==> src/rtl/riscv_pkg.sv <==
// Shared RV32I decode definitions: ALU op codes, operand selects, immediate
// formats, opcode constants and the decoded-instruction bundle.
package riscv_pkg;

    typedef enum logic [4:0] {
        ALU_ADD  = 5'd0,
        ALU_SUB  = 5'd1,
        ALU_SLL  = 5'd2,
        ALU_SLT  = 5'd3,
        ALU_SLTU = 5'd4,
        ALU_XOR  = 5'd5,
        ALU_SRL  = 5'd6,
        ALU_SRA  = 5'd7,
        ALU_OR   = 5'd8,
        ALU_AND  = 5'd9
    } alu_op_e;

    typedef enum logic [1:0] {
        OP1_RS1  = 2'd0,
        OP1_PC   = 2'd1,
        OP1_ZERO = 2'd2
    } oper1_sel_e;

    typedef enum logic [1:0] {
        OP2_RS2  = 2'd0,
        OP2_IMM  = 2'd1,
        OP2_FOUR = 2'd2
    } oper2_sel_e;

    typedef enum logic [2:0] {
        IMM_I = 3'd0,
        IMM_S = 3'd1,
        IMM_B = 3'd2,
        IMM_U = 3'd3,
        IMM_J = 3'd4
    } imm_type_e;

    localparam logic [6:0] OPC_LUI      = 7'b0110111;
    localparam logic [6:0] OPC_AUIPC    = 7'b0010111;
    localparam logic [6:0] OPC_JAL      = 7'b1101111;
    localparam logic [6:0] OPC_JALR     = 7'b1100111;
    localparam logic [6:0] OPC_BRANCH   = 7'b1100011;
    localparam logic [6:0] OPC_LOAD     = 7'b0000011;
    localparam logic [6:0] OPC_STORE    = 7'b0100011;
    localparam logic [6:0] OPC_OP_IMM   = 7'b0010011;
    localparam logic [6:0] OPC_OP       = 7'b0110011;
    localparam logic [6:0] OPC_MISC_MEM = 7'b0001111;

    typedef struct packed {
        logic [31:0] pc;
        logic [4:0]  rs1_addr;
        logic [4:0]  rs2_addr;
        logic [4:0]  rd_addr;
        logic        rd_we;
        logic [31:0] imm;
        alu_op_e     alu_op;
        oper1_sel_e  oper1_sel;
        oper2_sel_e  oper2_sel;
        logic [2:0]  funct3;
        logic        is_branch;
        logic        is_jal;
        logic        is_jalr;
        logic        is_load;
        logic        is_store;
        logic        illegal;
    } decoded_t;

    // Shared funct3 map for OP and OP-IMM; alt selects SUB/SRA.
    function automatic alu_op_e alu_from_funct3(logic [2:0] funct3, logic alt);
        alu_op_e op;
        case (funct3)
            3'b000:  op = alt ? ALU_SUB : ALU_ADD;
            3'b001:  op = ALU_SLL;
            3'b010:  op = ALU_SLT;
            3'b011:  op = ALU_SLTU;
            3'b100:  op = ALU_XOR;
            3'b101:  op = alt ? ALU_SRA : ALU_SRL;
            3'b110:  op = ALU_OR;
            default: op = ALU_AND;
        endcase
        return op;
    endfunction

endpackage

==> src/rtl/imm_gen.sv <==
// Immediate generator: builds the sign-extended 32-bit immediate for the
// selected RV32I format.
//   instr_i     instruction bits [31:7] (opcode bits carry no immediate)
//   imm_type_i  immediate format
//   imm_o       sign-extended immediate
module imm_gen
    import riscv_pkg::*;
(
    input  logic [31:7] instr_i,
    input  imm_type_e   imm_type_i,
    output logic [31:0] imm_o
);

    always_comb begin
        imm_o = '0;
        case (imm_type_i)
            IMM_I: imm_o = {{20{instr_i[31]}}, instr_i[31:20]};
            IMM_S: imm_o = {{20{instr_i[31]}}, instr_i[31:25], instr_i[11:7]};
            IMM_B: imm_o = {{19{instr_i[31]}}, instr_i[31], instr_i[7], instr_i[30:25],
                            instr_i[11:8], 1'b0};
            IMM_U: imm_o = {instr_i[31:12], 12'b0};
            IMM_J: imm_o = {{11{instr_i[31]}}, instr_i[31], instr_i[19:12], instr_i[20],
                            instr_i[30:21], 1'b0};
            default: imm_o = '0;
        endcase
    end

endmodule

==> src/rtl/decode_stage.sv <==
// RV32I decode stage with a single registered output slot.
//   clk_i, rst_ni              clock, async active-low reset
//   flush_i                    drop held and incoming instruction
//   in_valid_i/in_ready_o      fetch handshake carrying instr_i, pc_i
//   out_valid_o/out_ready_i    execute handshake for the decoded bundle
//   out_pc_o .. illegal_o      registered decoded bundle
module decode_stage
    import riscv_pkg::*;
#(
    parameter logic [31:0] RESET_PC = 32'h0000_0000
) (
    input  logic        clk_i,
    input  logic        rst_ni,
    input  logic        flush_i,
    input  logic        in_valid_i,
    output logic        in_ready_o,
    input  logic [31:0] instr_i,
    input  logic [31:0] pc_i,
    output logic        out_valid_o,
    input  logic        out_ready_i,
    output logic [31:0] out_pc_o,
    output logic [4:0]  rs1_addr_o,
    output logic [4:0]  rs2_addr_o,
    output logic [4:0]  rd_addr_o,
    output logic        rd_we_o,
    output logic [31:0] imm_o,
    output logic [4:0]  alu_op_o,
    output logic [1:0]  oper1_sel_o,
    output logic [1:0]  oper2_sel_o,
    output logic [2:0]  funct3_o,
    output logic        is_branch_o,
    output logic        is_jal_o,
    output logic        is_jalr_o,
    output logic        is_load_o,
    output logic        is_store_o,
    output logic        illegal_o
);

    typedef enum logic {StEmpty, StFull} slot_e;

    slot_e      state_q, state_d;
    decoded_t   dec, bundle_d, bundle_q;
    imm_type_e  imm_type;
    logic [31:0] imm;
    logic       capture;

    logic [6:0] opcode;
    logic [2:0] funct3;
    logic [6:0] funct7;
    logic       writes_rd;

    assign opcode = instr_i[6:0];
    assign funct3 = instr_i[14:12];
    assign funct7 = instr_i[31:25];

    imm_gen u_imm_gen (
        .instr_i    (instr_i[31:7]),
        .imm_type_i (imm_type),
        .imm_o      (imm)
    );

    always_comb begin
        dec           = '0;
        dec.pc        = pc_i;
        dec.rs1_addr  = instr_i[19:15];
        dec.rs2_addr  = instr_i[24:20];
        dec.rd_addr   = instr_i[11:7];
        dec.funct3    = funct3;
        dec.alu_op    = ALU_ADD;
        dec.oper1_sel = OP1_RS1;
        dec.oper2_sel = OP2_RS2;
        imm_type      = IMM_I;
        writes_rd     = 1'b0;

        case (opcode)
            OPC_LUI: begin
                dec.oper1_sel = OP1_ZERO;
                dec.oper2_sel = OP2_IMM;
                imm_type      = IMM_U;
                writes_rd     = 1'b1;
            end
            OPC_AUIPC: begin
                dec.oper1_sel = OP1_PC;
                dec.oper2_sel = OP2_IMM;
                imm_type      = IMM_U;
                writes_rd     = 1'b1;
            end
            OPC_JAL: begin
                dec.oper1_sel = OP1_PC;
                dec.oper2_sel = OP2_FOUR;
                imm_type      = IMM_J;
                dec.is_jal    = 1'b1;
                writes_rd     = 1'b1;
            end
            OPC_JALR: begin
                dec.oper1_sel = OP1_PC;
                dec.oper2_sel = OP2_FOUR;
                dec.is_jalr   = 1'b1;
                writes_rd     = 1'b1;
                dec.illegal   = (funct3 != 3'b000);
            end
            OPC_BRANCH: begin
                dec.alu_op    = ALU_SUB;
                imm_type      = IMM_B;
                dec.is_branch = 1'b1;
                dec.illegal   = (funct3 inside {3'b010, 3'b011});
            end
            OPC_LOAD: begin
                dec.oper2_sel = OP2_IMM;
                dec.is_load   = 1'b1;
                writes_rd     = 1'b1;
                dec.illegal   = (funct3 inside {3'b011, 3'b110, 3'b111});
            end
            OPC_STORE: begin
                dec.oper2_sel = OP2_IMM;
                imm_type      = IMM_S;
                dec.is_store  = 1'b1;
                dec.illegal   = (funct3 >= 3'b011);
            end
            OPC_OP_IMM: begin
                dec.oper2_sel = OP2_IMM;
                writes_rd     = 1'b1;
                if (funct3 == 3'b001) begin
                    dec.alu_op  = ALU_SLL;
                    dec.illegal = (funct7 != 7'b0000000);
                end else if (funct3 == 3'b101) begin
                    dec.alu_op  = alu_from_funct3(funct3, instr_i[30]);
                    dec.illegal = (funct7 != 7'b0000000) && (funct7 != 7'b0100000);
                end else begin
                    // Upper bits are immediate here, so ADDI never becomes SUB.
                    dec.alu_op  = alu_from_funct3(funct3, 1'b0);
                end
            end
            OPC_OP: begin
                writes_rd = 1'b1;
                if (funct7 == 7'b0000000) begin
                    dec.alu_op = alu_from_funct3(funct3, 1'b0);
                end else if (funct7 == 7'b0100000 && (funct3 == 3'b000 || funct3 == 3'b101)) begin
                    dec.alu_op = alu_from_funct3(funct3, 1'b1);
                end else begin
                    dec.illegal = 1'b1;
                end
            end
            OPC_MISC_MEM: begin
                // FENCE is a NOP in this in-order core.
            end
            default: dec.illegal = 1'b1;
        endcase

        // Illegal encodings still flow downstream but must be side-effect free.
        if (dec.illegal) begin
            dec.alu_op    = ALU_ADD;
            dec.is_branch = 1'b0;
            dec.is_jal    = 1'b0;
            dec.is_jalr   = 1'b0;
            dec.is_load   = 1'b0;
            dec.is_store  = 1'b0;
        end
        dec.rd_we = writes_rd && (dec.rd_addr != 5'd0) && !dec.illegal;
    end

    always_comb begin
        bundle_d     = dec;
        bundle_d.imm = imm;
    end

    assign out_valid_o = (state_q == StFull);
    assign in_ready_o  = !out_valid_o || out_ready_i;
    assign capture     = in_valid_i && in_ready_o && !flush_i;

    always_comb begin
        state_d = state_q;
        if (flush_i) begin
            state_d = StEmpty;
        end else if (capture) begin
            state_d = StFull;
        end else if (out_ready_i) begin
            state_d = StEmpty;
        end
    end

    always_ff @(posedge clk_i or negedge rst_ni) begin
        if (!rst_ni) begin
            state_q         <= StEmpty;
            bundle_q        <= '0;
            bundle_q.pc     <= RESET_PC;
            bundle_q.alu_op <= ALU_ADD;
        end else begin
            state_q <= state_d;
            if (capture) begin
                bundle_q <= bundle_d;
            end
        end
    end

    assign out_pc_o    = bundle_q.pc;
    assign rs1_addr_o  = bundle_q.rs1_addr;
    assign rs2_addr_o  = bundle_q.rs2_addr;
    assign rd_addr_o   = bundle_q.rd_addr;
    assign rd_we_o     = bundle_q.rd_we;
    assign imm_o       = bundle_q.imm;
    assign alu_op_o    = bundle_q.alu_op;
    assign oper1_sel_o = bundle_q.oper1_sel;
    assign oper2_sel_o = bundle_q.oper2_sel;
    assign funct3_o    = bundle_q.funct3;
    assign is_branch_o = bundle_q.is_branch;
    assign is_jal_o    = bundle_q.is_jal;
    assign is_jalr_o   = bundle_q.is_jalr;
    assign is_load_o   = bundle_q.is_load;
    assign is_store_o  = bundle_q.is_store;
    assign illegal_o   = bundle_q.illegal;

endmodule

==> config.mk <==
export PLATFORM = sky130hd
export DESIGN_NAME = decode_stage
export DESIGN_NICKNAME = d
export VERILOG_FILES = /design/src/rtl/riscv_pkg.sv /design/src/rtl/imm_gen.sv /design/src/rtl/decode_stage.sv
export SDC_FILE = /design/constraint.sdc
export NUM_CORES = 1
export LEC_CHECK = 0
export CAP_MARGIN = 5
export CORE_UTILIZATION = 60
export CTS_BUF_LIST = sky130_fd_sc_hd__clkbuf_8 sky130_fd_sc_hd__clkbuf_16
export DETAILED_ROUTE_END_ITERATION = 16
export DONT_BUFFER_PORTS = 1
export PLACE_DENSITY = 0.8
export SLEW_MARGIN = 10
export SYNTH_ARGS = -nofsm -noshare
export SYNTH_HDL_FRONTEND = slang
export SYNTH_HIERARCHICAL = 1
export SYNTH_SLANG_ARGS = --single-unit
==> constraint.sdc <==
create_clock -name clk_i -period 1.95 [get_ports clk_i]
set_input_delay 0.0975 -clock clk_i [delete_from_list [all_inputs] [get_ports clk_i]]
set_output_delay 0.0975 -clock clk_i [all_outputs]
set_load 0.005 [all_outputs]
== Word-level counts from Yosys, hierarchy flattened ==
Cells that the tools add are included.
Word-level totals
  output and inout bits: 100
  register bits after elaboration: 99
  word-level logic and storage cells: 96
  input bits: 69
Cells by class
  $lt $le $gt $ge: 1
  reduce and logical (&&, ||, !) cells: 26
  mux-type cells: 29
  eq/ne operators: 23
Operator list (count)
  $pmux 32 s5: 1
  $pmux 4 s7: 2
  $eq 7x6->1 const B: 4
  $eq 7x7->1 const B: 3
  $pmux 4 s5: 1
  $eq 3x3->1 const B: 5
  $mux 5: 3
  $pmux 5 s3: 1
  $eq 7x5->1 const B: 2
  $mux 1: 14
  $eq 3x2->1 const B: 4
  $mux 4: 3
  $pmux 3 s4: 1
  $reduce_bool 3->1: 3
  $pmux 2 s2: 2
  $eq 7x2->1 const B: 1
  $eq 7x4->1 const B: 1
  $logic_not 7->1: 1
  $ne 7x6->1 const B: 1
  $pmux 1 s7: 1
  $reduce_bool 7->1: 1
  $reduce_or 7->1: 1
  $eq 3x1->1 const B: 2
  $logic_and 1x1->1: 6
  other kinds (10): 15

== Longest topological paths before layout ==
Gate-level depths: netlist (run 1).
  word-level depth: 8
  gate-level depth with buffers: 12
  mapped depth without buffers: 9

== By module ==
Netlist (run 1), hierarchy kept.
Modules (own cells, without submodules)
  decode_stage: cells an instance 475, times used 1, sequential area each 2452.4 um^2, area each 4111.4 um^2
  imm_gen: cells an instance 94, times used 1, sequential area each 0.0 um^2, area each 540.5 um^2

== Worst setup path before layout (run 1) ==
No wires, ideal clock.
  path type: in2reg
  start: input instr_i[2]
  end: register bundle_q, in the netlist imm_o[20]
  library setup time: 117 ps
  cell stages on the path: 12
  path buffers: 3
  slack: 121 ps
  data arrival time: 1712 ps
  path through: clkbuf_1 -> nor2b_1 -> nand2_1 -> nor2_1 -> and2_1 -> buf_6 -> maj3_2 -> nand2b_4 -> buf_6 -> nand2_1 -> nand2_1 -> nand2_1
RTL lines
  start, declared: line decode_stage.sv:17  | input logic [31:0] instr_i,
  end signal, assigned: line decode_stage.sv:191  | bundle_q <= bundle_d;
  end, declared: line decode_stage.sv:42  | decoded_t dec, bundle_d, bundle_q;

== Worst setup path in the final report (run 1) ==
  start: register state_q, in the netlist out_valid_o
  end: register bundle_q, in the netlist alu_op_o[3]
On the way
  cells in the longest elaborated chain, start to end: 4
RTL lines
  start, declared: line decode_stage.sv:41  | slot_e state_q, state_d;
  start signal, assigned: line decode_stage.sv:184  | state_q <= StEmpty;
  start signal, assigned: line decode_stage.sv:189  | state_q <= state_d;
  $logic_not 1->1: line decode_stage.sv:168  | assign in_ready_o = !out_valid_o || out_ready_i;
  $logic_or 1x1->1: line decode_stage.sv:168
  net in_ready_o: line decode_stage.sv:16  | output logic in_ready_o,
  $logic_and 1x1->1 (2 in series): line decode_stage.sv:169  | assign capture = in_valid_i && in_ready_o && !flush_i;
The timed path passes the listed nets, and every way through them passes these cells.
A chain may end at the register's enable or synchronous reset.

==> results.tsv, run 1 <==
metric	value	unit
worstSetupEndpointType	flip-flop	
synth.largest_area_cell	dfrtp_1	
grt_max_degree	99	
clock_sinks	98	
r2r_start	out_valid_o	
max_slew.worst_pin.slew	0.600	ns
cp-start-kind	flip-flop	
avgSynthCellArea	8.18	um^2
yosys_warnings	6	
ys_ff_latch	98	
routedWlPerCell	18.3	um
grt_overflow	0	
area_delta_synth_final	19.6	%
avgViaCountPerCell	5.79	
synth_area_leaders	dfrtp_1, nand2_1, a21oi_1, clkbuf_1, o22ai_1	
synth_nets	638	
vias	4156	
vdd_drop_max	522	uV
crit_type	reg2reg	
drtPass1Iterations	6	
stdcell_count	718	
die_area	8110	um^2
coreArea	7370	um^2
postPlaceCellArea	4700	um^2
worstSkewPairLatency	0.35	ns
port_buffers	0	
numCtsBuffers	9	
ctsRootBufferMaster	clkbuf_8	
die_x	90.1	um
grt_use_total	0.329	
path_buf_inv	2	
ys_seq_area_frac	0.527	
drtIter0Drc	392	
synth_edf_count	0	
async_reset_ff_frac	1.00	
crit_chain	nor2b_1 > inv_1 > nand3b_1 > clkbuf_16 > nor3_1 > a22o_1	
slew_viol_final	0	
cp.arrival	2.09	ns
crit_start	out_valid_o	
hold_viol	98	
hold_class	in2async	
dp_hpwl	7640	um
status	finished, violations left	
ant_nets	0	
rows	31	
cts_setup_buffers	0	
setup-violations-final	0	
synth_top_area_share	0.527	
worst_clock_skew	0.0109	ns
antennaDiodeCount	0	
fin_area	5560	um^2
clk_pin_slew_worst_paths	0.10	ns
grt_pass1_wl	20900	um
nNetsFinal	684	
ys.flop_type	dfrtp_1	
max_freq	543	MHz
rsz0062_at_grt	false	
maxCapViolCount	0	
drt_wl_total	13200	um
synth.top_cells.by_count	nand2_1, dfrtp_1, clkbuf_1	
die_y	90.1	um
dp_cells	640	
slowest_delay	0.38	ns
cp.required	2.20	ns
min_period_over_period	0.944	
synth.distinct_cells	48	
netlist_instances	569	
relSlewSlack	0.599	
grt_pass1_vias	4145	
violations	hold timing	
fin_setup_tns	0	ns
clk_path_buf_depth	2	
start_util	0.631	
crit_slowest_cell	dfrtp_1	
drive_gt1_frac	0.0679	
synth_most_common_cell	nand2_1	
ctsHoldBuffers	62	
power_density	821	nW/um^2
power	4570	uW
hold_slack	-0.574	ns
cts_tree	yes	
htree_levels	3	
grt_antenna_before_repair	0	
io_pins	169	
drc_errors	0	
crit_fanout	48	
fin_crit	1.84	ns
leakage	0.00280	uW
crit_family	simple AND/OR/NAND/NOR gates	
place.gp.congestion	0.897	
syn_area	4650	um^2
[where the power goes]
part | switching (uW) | internal, uW | leakage (uW)
Clock | 685 | 786 | 0.000108
Sequential | 229 | 2290 | 0.00123
Combinational | 315 | 264 | 0.00147
[what timing repair did]
item | CTS | global route
hold endpoints to repair | 174 | 98
resized for setup | 0 | 2
endpoints found under the setup margin | 0 | 1
[cell families (layout without fill, tap and decap cells)]
family          after synthesis  after routing  synth area share
simple gates                353            353             0.321
flops                        98             98             0.527
compound gates               61             61            0.0826
buf+inv                      46             96            0.0455
mux                           7              7            0.0167
xor+xnor                      2              2           0.00377
fa+ha+maj                     1              1           0.00242
other cells                   1              1          0.000806
[stage by stage]
step | hold slack (ns) | utilization | setup WS [ns]
final | -0.574 | 0.755 | 0.109
after global routing | -0.594 | 0.755 | 0.0293
after CTS | -0.586 | 0.753 | 0.109
after detailed placement | -0.196 | 0.638 | 0.0676
after global placement | -0.196 | 0.638 | 0.0332
after floorplan | -0.198 | - | 0.121
[final timing paths]
check / endpoint / slack (ns) / cells after the start
worst max-delay path: alu_op_o[3] / 0.11 / 6
min in group clk_i: oper1_sel_o[0] / 0.01 / 3
worst max register to register: alu_op_o[3] / 0.11 / 6
max in group asynchronous: oper1_sel_o[1] / 2.38 / 0
worst min-delay path: imm_o[26] / -0.57 / 0
worst min register to register: imm_o[5] / 0.51 / 2
[final cells by class]
| class | count | area, um^2 |
|---|---|---|
| clock buffer | 11 | 151 |
| clock inverter | 4 | 75.1 |
| fill | 522 | 1810 |
| inverter | 8 | 30.0 |
| multi-input combinational | 425 | 1990 |
| sequential | 98 | 2450 |
| tap | 99 | 124 |
| timing repair buffer | 73 | 737 |
[worst register-to-register path, delay by kind of cell (launching register included)]
family	cells	cell delay [ns]
compound gates	1	0.20
simple gates	3	0.70
flops	1	0.38
buf+inv	2	0.46
[metal layers]
| metal | GRT usage | wire length (um) | vias up |
|---|---|---|---|
| met5 | 0 | 0 | - |
| met4 | 0.134 | 380 | 0 |
| met3 | 0.0880 | 1420 | 40 |
| met2 | 0.520 | 6110 | 281 |
| met1 | 0.432 | 5250 | 1937 |
| li1 | - | - | 1898 |
[placed cells by master (no fill, tap or decap), drive strengths merged, types with 3 or more instances in the layout]
| cell type | count |
|---|---|
| nand2 | 288 |
| nor2b | 11 |
| dfrtp | 98 |
| nor2 | 18 |
| dlygate4sd3 | 62 |
| a32o | 4 |
| o21ai | 11 |
| a22o | 3 |
| nor3 | 6 |
| buf | 10 |
| nand3b | 3 |
| clkbuf | 12 |
| mux2 | 6 |
| and2 | 6 |
| nand2b | 7 |
| a21oi | 22 |
| o22ai | 12 |
| inv | 8 |
[flip-flops by register name (all words and copies together) (netlist names), 3 cells and up]
register,flops
alu_op_o,4
out_pc_o,32
rd_addr_o,5
funct3_o,3
imm_o,32
rs2_addr_o,5
rs1_addr_o,5
No activity file was read; power rests on OpenSTA's default activity.
==> inputs of run 2 (changes only) <==
--- a/config.mk
+++ b/config.mk
@@ -6,6 +6,7 @@
 export NUM_CORES = 1
 export LEC_CHECK = 0
 export CAP_MARGIN = 5
+export CORE_ASPECT_RATIO = 1.4
 export CORE_UTILIZATION = 60
 export CTS_BUF_LIST = sky130_fd_sc_hd__clkbuf_8 sky130_fd_sc_hd__clkbuf_16
 export DETAILED_ROUTE_END_ITERATION = 16
==> results.tsv, run 2 (same netlist as run 1, synthesis figures left out) <==
metric	value	unit	change
status	finished, violations left		
violations	hold timing		
crit_chain	nor2b_1 > inv_1 > nand3b_1 > buf_12 > nor3_1 > a22o_1		
slowest_delay	0.37	ns	about the same
start_util	0.628		-0.00320
max_freq	555	MHz	+2.2%
cp-start-kind	flip-flop		
ctsRootBufferMaster	clkbuf_8		
fin_crit	1.80	ns	-0.0396 ns
place.gp.congestion	0.887		-1.1%
vias	4150		-0.14%
drt_wl_total	12800	um	-2.9%
power_density	795	nW/um^2	-3.2%
clock_sinks	98		unchanged
clk_pin_slew_worst_paths	0.09	ns	about the same
setup-violations-final	0		unchanged
drtPass1Iterations	5		-1
post-route-worst-setup-slack	0.148	ns	+0.0396 ns
final_core_util	0.754		-0.00129
grt_overflow	0		unchanged
slew_viol_final	0		unchanged
nNetsFinal	691		+1.0%
area_delta_synth_final	20.0	%	
grt_antenna_before_repair	0		unchanged
die_y	106	um	+18%
ctsHoldBuffers	63		+1.6%
layout_commonest_cell	nand2_1		
max_slew.worst_pin.slew	0.632	ns	+0.0320 ns
htree_levels	3		unchanged
grt_max_degree	99		unchanged
die_x	76.4	um	-15%
dp_hpwl	7900	um	+3.4%
crit_slowest_cell	dfrtp_1		
die_area	8110	um^2	about the same
worstSkewPairLatency	0.37	ns	+0.02 ns
maxCapViolCount	0		unchanged
vdd_drop_max	503	uV	-3.5%
rsz0062_at_grt	false		
cts_tree	yes		
hold_viol	98		unchanged
multi_input_area	1990	um^2	unchanged
relSlewSlack	0.578		-0.0214
routedWlPerCell	17.6	um	-3.7%
clk_path_buf_depth	2		unchanged
fin_setup_tns	0	ns	unchanged
worst_clock_skew	0.00937	ns	-0.00156 ns
seq_area	2450	um^2	unchanged
coreArea	7410	um^2	+0.51%
nFillCells	546		+4.6%
hold_slack	-0.587	ns	-0.0129 ns
worstSetupEndpointType	flip-flop		
crit_type	reg2reg		
hold_class	in2async		
drtIter0Drc	483		+23%
port_buffers	0		unchanged
leakage	0.00282	uW	+0.75%
final_cell_mix	nand2_1, dfrtp_1, dlygate4sd3_1		
drc_errors	0		unchanged
rows	37		+19%
grt_pass1_wl	20900	um	-0.46%
grt_pass1_vias	4277		+3.2%
cts_setup_buffers	0		unchanged
dpl_worst_slack	0.0810	ns	+0.0133 ns
crit_fanout	63		+31%
cp.required	2.22	ns	+0.02 ns
drive_gt1_frac	0.0781		+0.0103
avgViaCountPerCell	5.73		-0.97%
power	4440	uW	-2.9%
min_period_over_period	0.924		-0.0203
numCtsBuffers	9		unchanged
io_pins	169		unchanged
ant_nets	0		unchanged
cp.arrival	2.07	ns	-0.02 ns
antennaDiodeCount	0		unchanged
grt_use_total	0.332		+0.00262
-- run 2: worst max-delay path: cells and delay by family, from the launching register on --
kind / cells / cell delay, ns
simple gates: 3 / 0.69
buf+inv: 2 / 0.44
flops: 1 / 0.37
compound gates: 1 / 0.20
-- run 2: final cells by class --
class,instances,share of cell area
inverter,8,0.00538
multi-input combinational,425,0.357
clock buffer,10,0.0247
clock inverter,6,0.0114
timing repair buffer,80,0.140
sequential,98,0.439
tap,97,0.0217
-- run 2: power breakdown --
group	internal (uW)	switching, uW	total (uW)	leakage (uW)
Sequential	2290	219	2510	0.00123
Clock	628	718	1350	0.0000987
Combinational	268	313	581	0.00150
-- run 2: worst paths after layout --
path	from	to	slack, ns	depth (start not counted)
max	out_valid_o	alu_op_o[3]	0.15	6
min	rst_ni	out_valid_o	-0.59	0
max reg2reg	out_valid_o	alu_op_o[3]	0.15	6
min reg2reg	out_pc_o[25]	out_pc_o[25]	0.51	2
max in group asynchronous	rst_ni	is_store_o	2.40	0
min in group clk_i	instr_i[31]	imm_o[29]	0.02	4
-- run 2: repair_timing --
item,CTS,global route
gates resized for setup,0,1
setup endpoints to repair,0,5
hold endpoints to repair,178,98
-- run 2: metal layers --
| metal | vias up | track usage | wire length [um] | share of wire |
|---|---|---|---|---|
| li1 | 1911 | - | - | - |
| met1 | 1984 | 0.377 | 4690 | 0.37 |
| met2 | 216 | 0.567 | 6500 | 0.51 |
| met3 | 39 | 0.106 | 1140 | 0.090 |
| met4 | 0 | 0.152 | 434 | 0.034 |
| met5 | - | 0 | 0 | 0 |
-- run 2: per-stage QoR --
step | instances | hold WS (ns) | area (um^2)
3_5_place_dp | 645 | -0.196 | 4750
2_1_floorplan | 569 | -0.198 | 4650
5_1_grt | 724 | -0.614 | 5580
4_1_cts | 724 | -0.609 | 5580
6_report | 724 | -0.587 | 5580
3_3_place_gp | 645 | -0.196 | 4750
==> inputs of run 3 (changes only) <==
--- a/config.mk
+++ b/config.mk
@@ -7,6 +7,7 @@
 export LEC_CHECK = 0
 export CAP_MARGIN = 5
 export CORE_ASPECT_RATIO = 1.4
+export CORE_MARGIN = 2
 export CORE_UTILIZATION = 60
 export CTS_BUF_LIST = sky130_fd_sc_hd__clkbuf_8 sky130_fd_sc_hd__clkbuf_16
 export DETAILED_ROUTE_END_ITERATION = 16
==> results.tsv, run 3 (same netlist as run 1, synthesis figures left out) <==
metric	value	unit	change
clock_sinks	98		unchanged
ctsHoldBuffers	63		unchanged
nNetsFinal	686		-0.72%
die_x	78.4	um	+2.6%
ant_nets	0		unchanged
fin_crit	1.87	ns	+0.0696 ns
grt_antenna_before_repair	0		unchanged
start_util	0.608		-0.0203
pwr-share-clk	0.324		+0.021
relSlewSlack	0.565		-0.0130
place.gp.congestion	0.938		+5.7%
leakage	0.00282	uW	-0.19%
final_core_util	0.729		-0.0244
routedWlPerCell	17.6	um	-0.48%
vias	4105		-1.1%
crit_type	reg2reg		
die_y	108	um	+1.9%
p_comb_frac	0.126		-0.005
avgViaCountPerCell	5.69		-0.81%
rsz0062_at_grt	true		
max_freq	534	MHz	-3.7%
cp-start-kind	flip-flop		
grt_pass1_vias	4182		-2.2%
worstSetupEndpointType	flip-flop		
drive_gt1_frac	0.0691		-0.00902
rrSetupSlack	0.08	ns	-0.07 ns
coreArea	7650	um^2	+3.3%
hold_slack	-0.586	ns	+0.000720 ns
drtIter0Drc	367		-24%
seq_power_share	0.551		-0.015
max_slew.worst_pin.slew	0.652	ns	+0.0194 ns
io_pins	169		unchanged
grt_max_degree	99		unchanged
grt_overflow	0		unchanged
r2r_start	out_valid_o		
worst_clock_skew	0.0119	ns	+0.00254 ns
status	finished, violations left		
final_cell_mix	nand2_1, dfrtp_1, dlygate4sd3_1		
netSwitchingPower	1270	uW	+1.3%
antennaDiodeCount	0		unchanged
cts_tree	yes		
layout_commonest_cell	nand2_1		
grt_use_total	0.301		-0.0309
hold_viol	98		unchanged
crit_fanout	96		+52%
setup-violations-final	0		unchanged
hold_class	in2async		
area_delta_synth_final	20.0	%	unchanged
min_period_over_period	0.960		+0.0357
fin_area	5580	um^2	unchanged
drt_wl_total	12700	um	-0.76%
drtPass1Iterations	5		unchanged
cp.arrival	2.14	ns	+0.07 ns
nFillCells	562		+2.9%
port_buffers	0		unchanged
dp_cells	643		-0.31%
violations	hold timing		
worstSkewPairLatency	0.37	ns	about the same
dp_hpwl	7600	um	-3.8%
numCtsBuffers	9		unchanged
clk_pin_slew_worst_paths	0.10	ns	about the same
vdd_drop_max	598	uV	+19%
maxCapViolCount	0		unchanged
grt_pass1_wl	19800	um	-5.1%
rows	38		+2.7%
power_density	816	nW/um^2	+2.6%
slew_viol_final	0		unchanged
postPlaceCellArea	4730	um^2	-0.45%
power	4550	uW	+2.6%
r2r_cells	6		unchanged
clk_path_buf_depth	2		unchanged
p_int	3290	uW	+3.2%
htree_levels	3		unchanged
drc_errors	0		unchanged
cp.required	2.22	ns	about the same
stdcell_count	722		-0.28%
ctsRootBufferMaster	clkbuf_8		
die_area	8480	um^2	+4.5%
swShare	0.278		-0.00371
regToRegEndpoint	alu_op_o[3]		
-- run 3: how the worst max path moves through the flow --
stage                start          end  slack (ns)
6_report       out_valid_o  alu_op_o[3]        0.08
5_1_grt        out_valid_o  alu_op_o[3]       -0.04
4_1_cts        out_valid_o  alu_op_o[3]        0.12
3_5_place_dp   out_valid_o  alu_op_o[3]        0.13
3_3_place_gp   instr_i[26]  is_branch_o        0.13
2_1_floorplan   instr_i[2]    imm_o[20]        0.12
-- run 3: metrics by stage --
stage               worst slack [ns]  TNS (ns)
floorplan                      0.121         0
global placement               0.129         0
detailed placement             0.132         0
CTS                            0.116         0
global route                 -0.0390   -0.0390
finish                        0.0785         0
-- run 3: layout make-up --
class                   instances  area (um^2)  share of cell area
clock buffers                   9          124              0.0222
clock inverters                 7          100              0.0179
inverters                       8         30.0             0.00538
multi-input cells             425         1990               0.357
flip-flops and latches         98         2450               0.439
well taps                     100          125              0.0224
repair buffers                 75          758               0.136
-- run 3: power by group through the flow --
stage          Combinational (uW)  Sequential, uW  Clock (uW)
3_3_place_gp                  422            2540           0
5_1_grt                       658            2530        1570
3_5_place_dp                  447            2540           0
6_report                      572            2510        1470
2_1_floorplan                 379            2480           0
4_1_cts                       563            2510        1490
-- run 3: per-layer routing --
metal	track usage	share of wire
met2	0.499	0.50
met5	0	0
met3	0.0927	0.086
met1	0.354	0.38
met4	0.149	0.035
-- run 3: worst max-delay path, stage by stage (launching register included) --
cell and delay (ns):
dfrtp_1 0.40, nor2b_1 0.28, inv_1 0.12, nand3b_1 0.27, buf_12 0.39, nor3_1 0.11
a22o_1 0.20
-- run 3: timing repair --
action / 4_1_cts / 5_1_grt
endpoints found under the hold margin: 177 / 98
gates resized for setup: 0 / 0
setup buffers: 0 / 0
setup endpoints to repair: 0 / 1
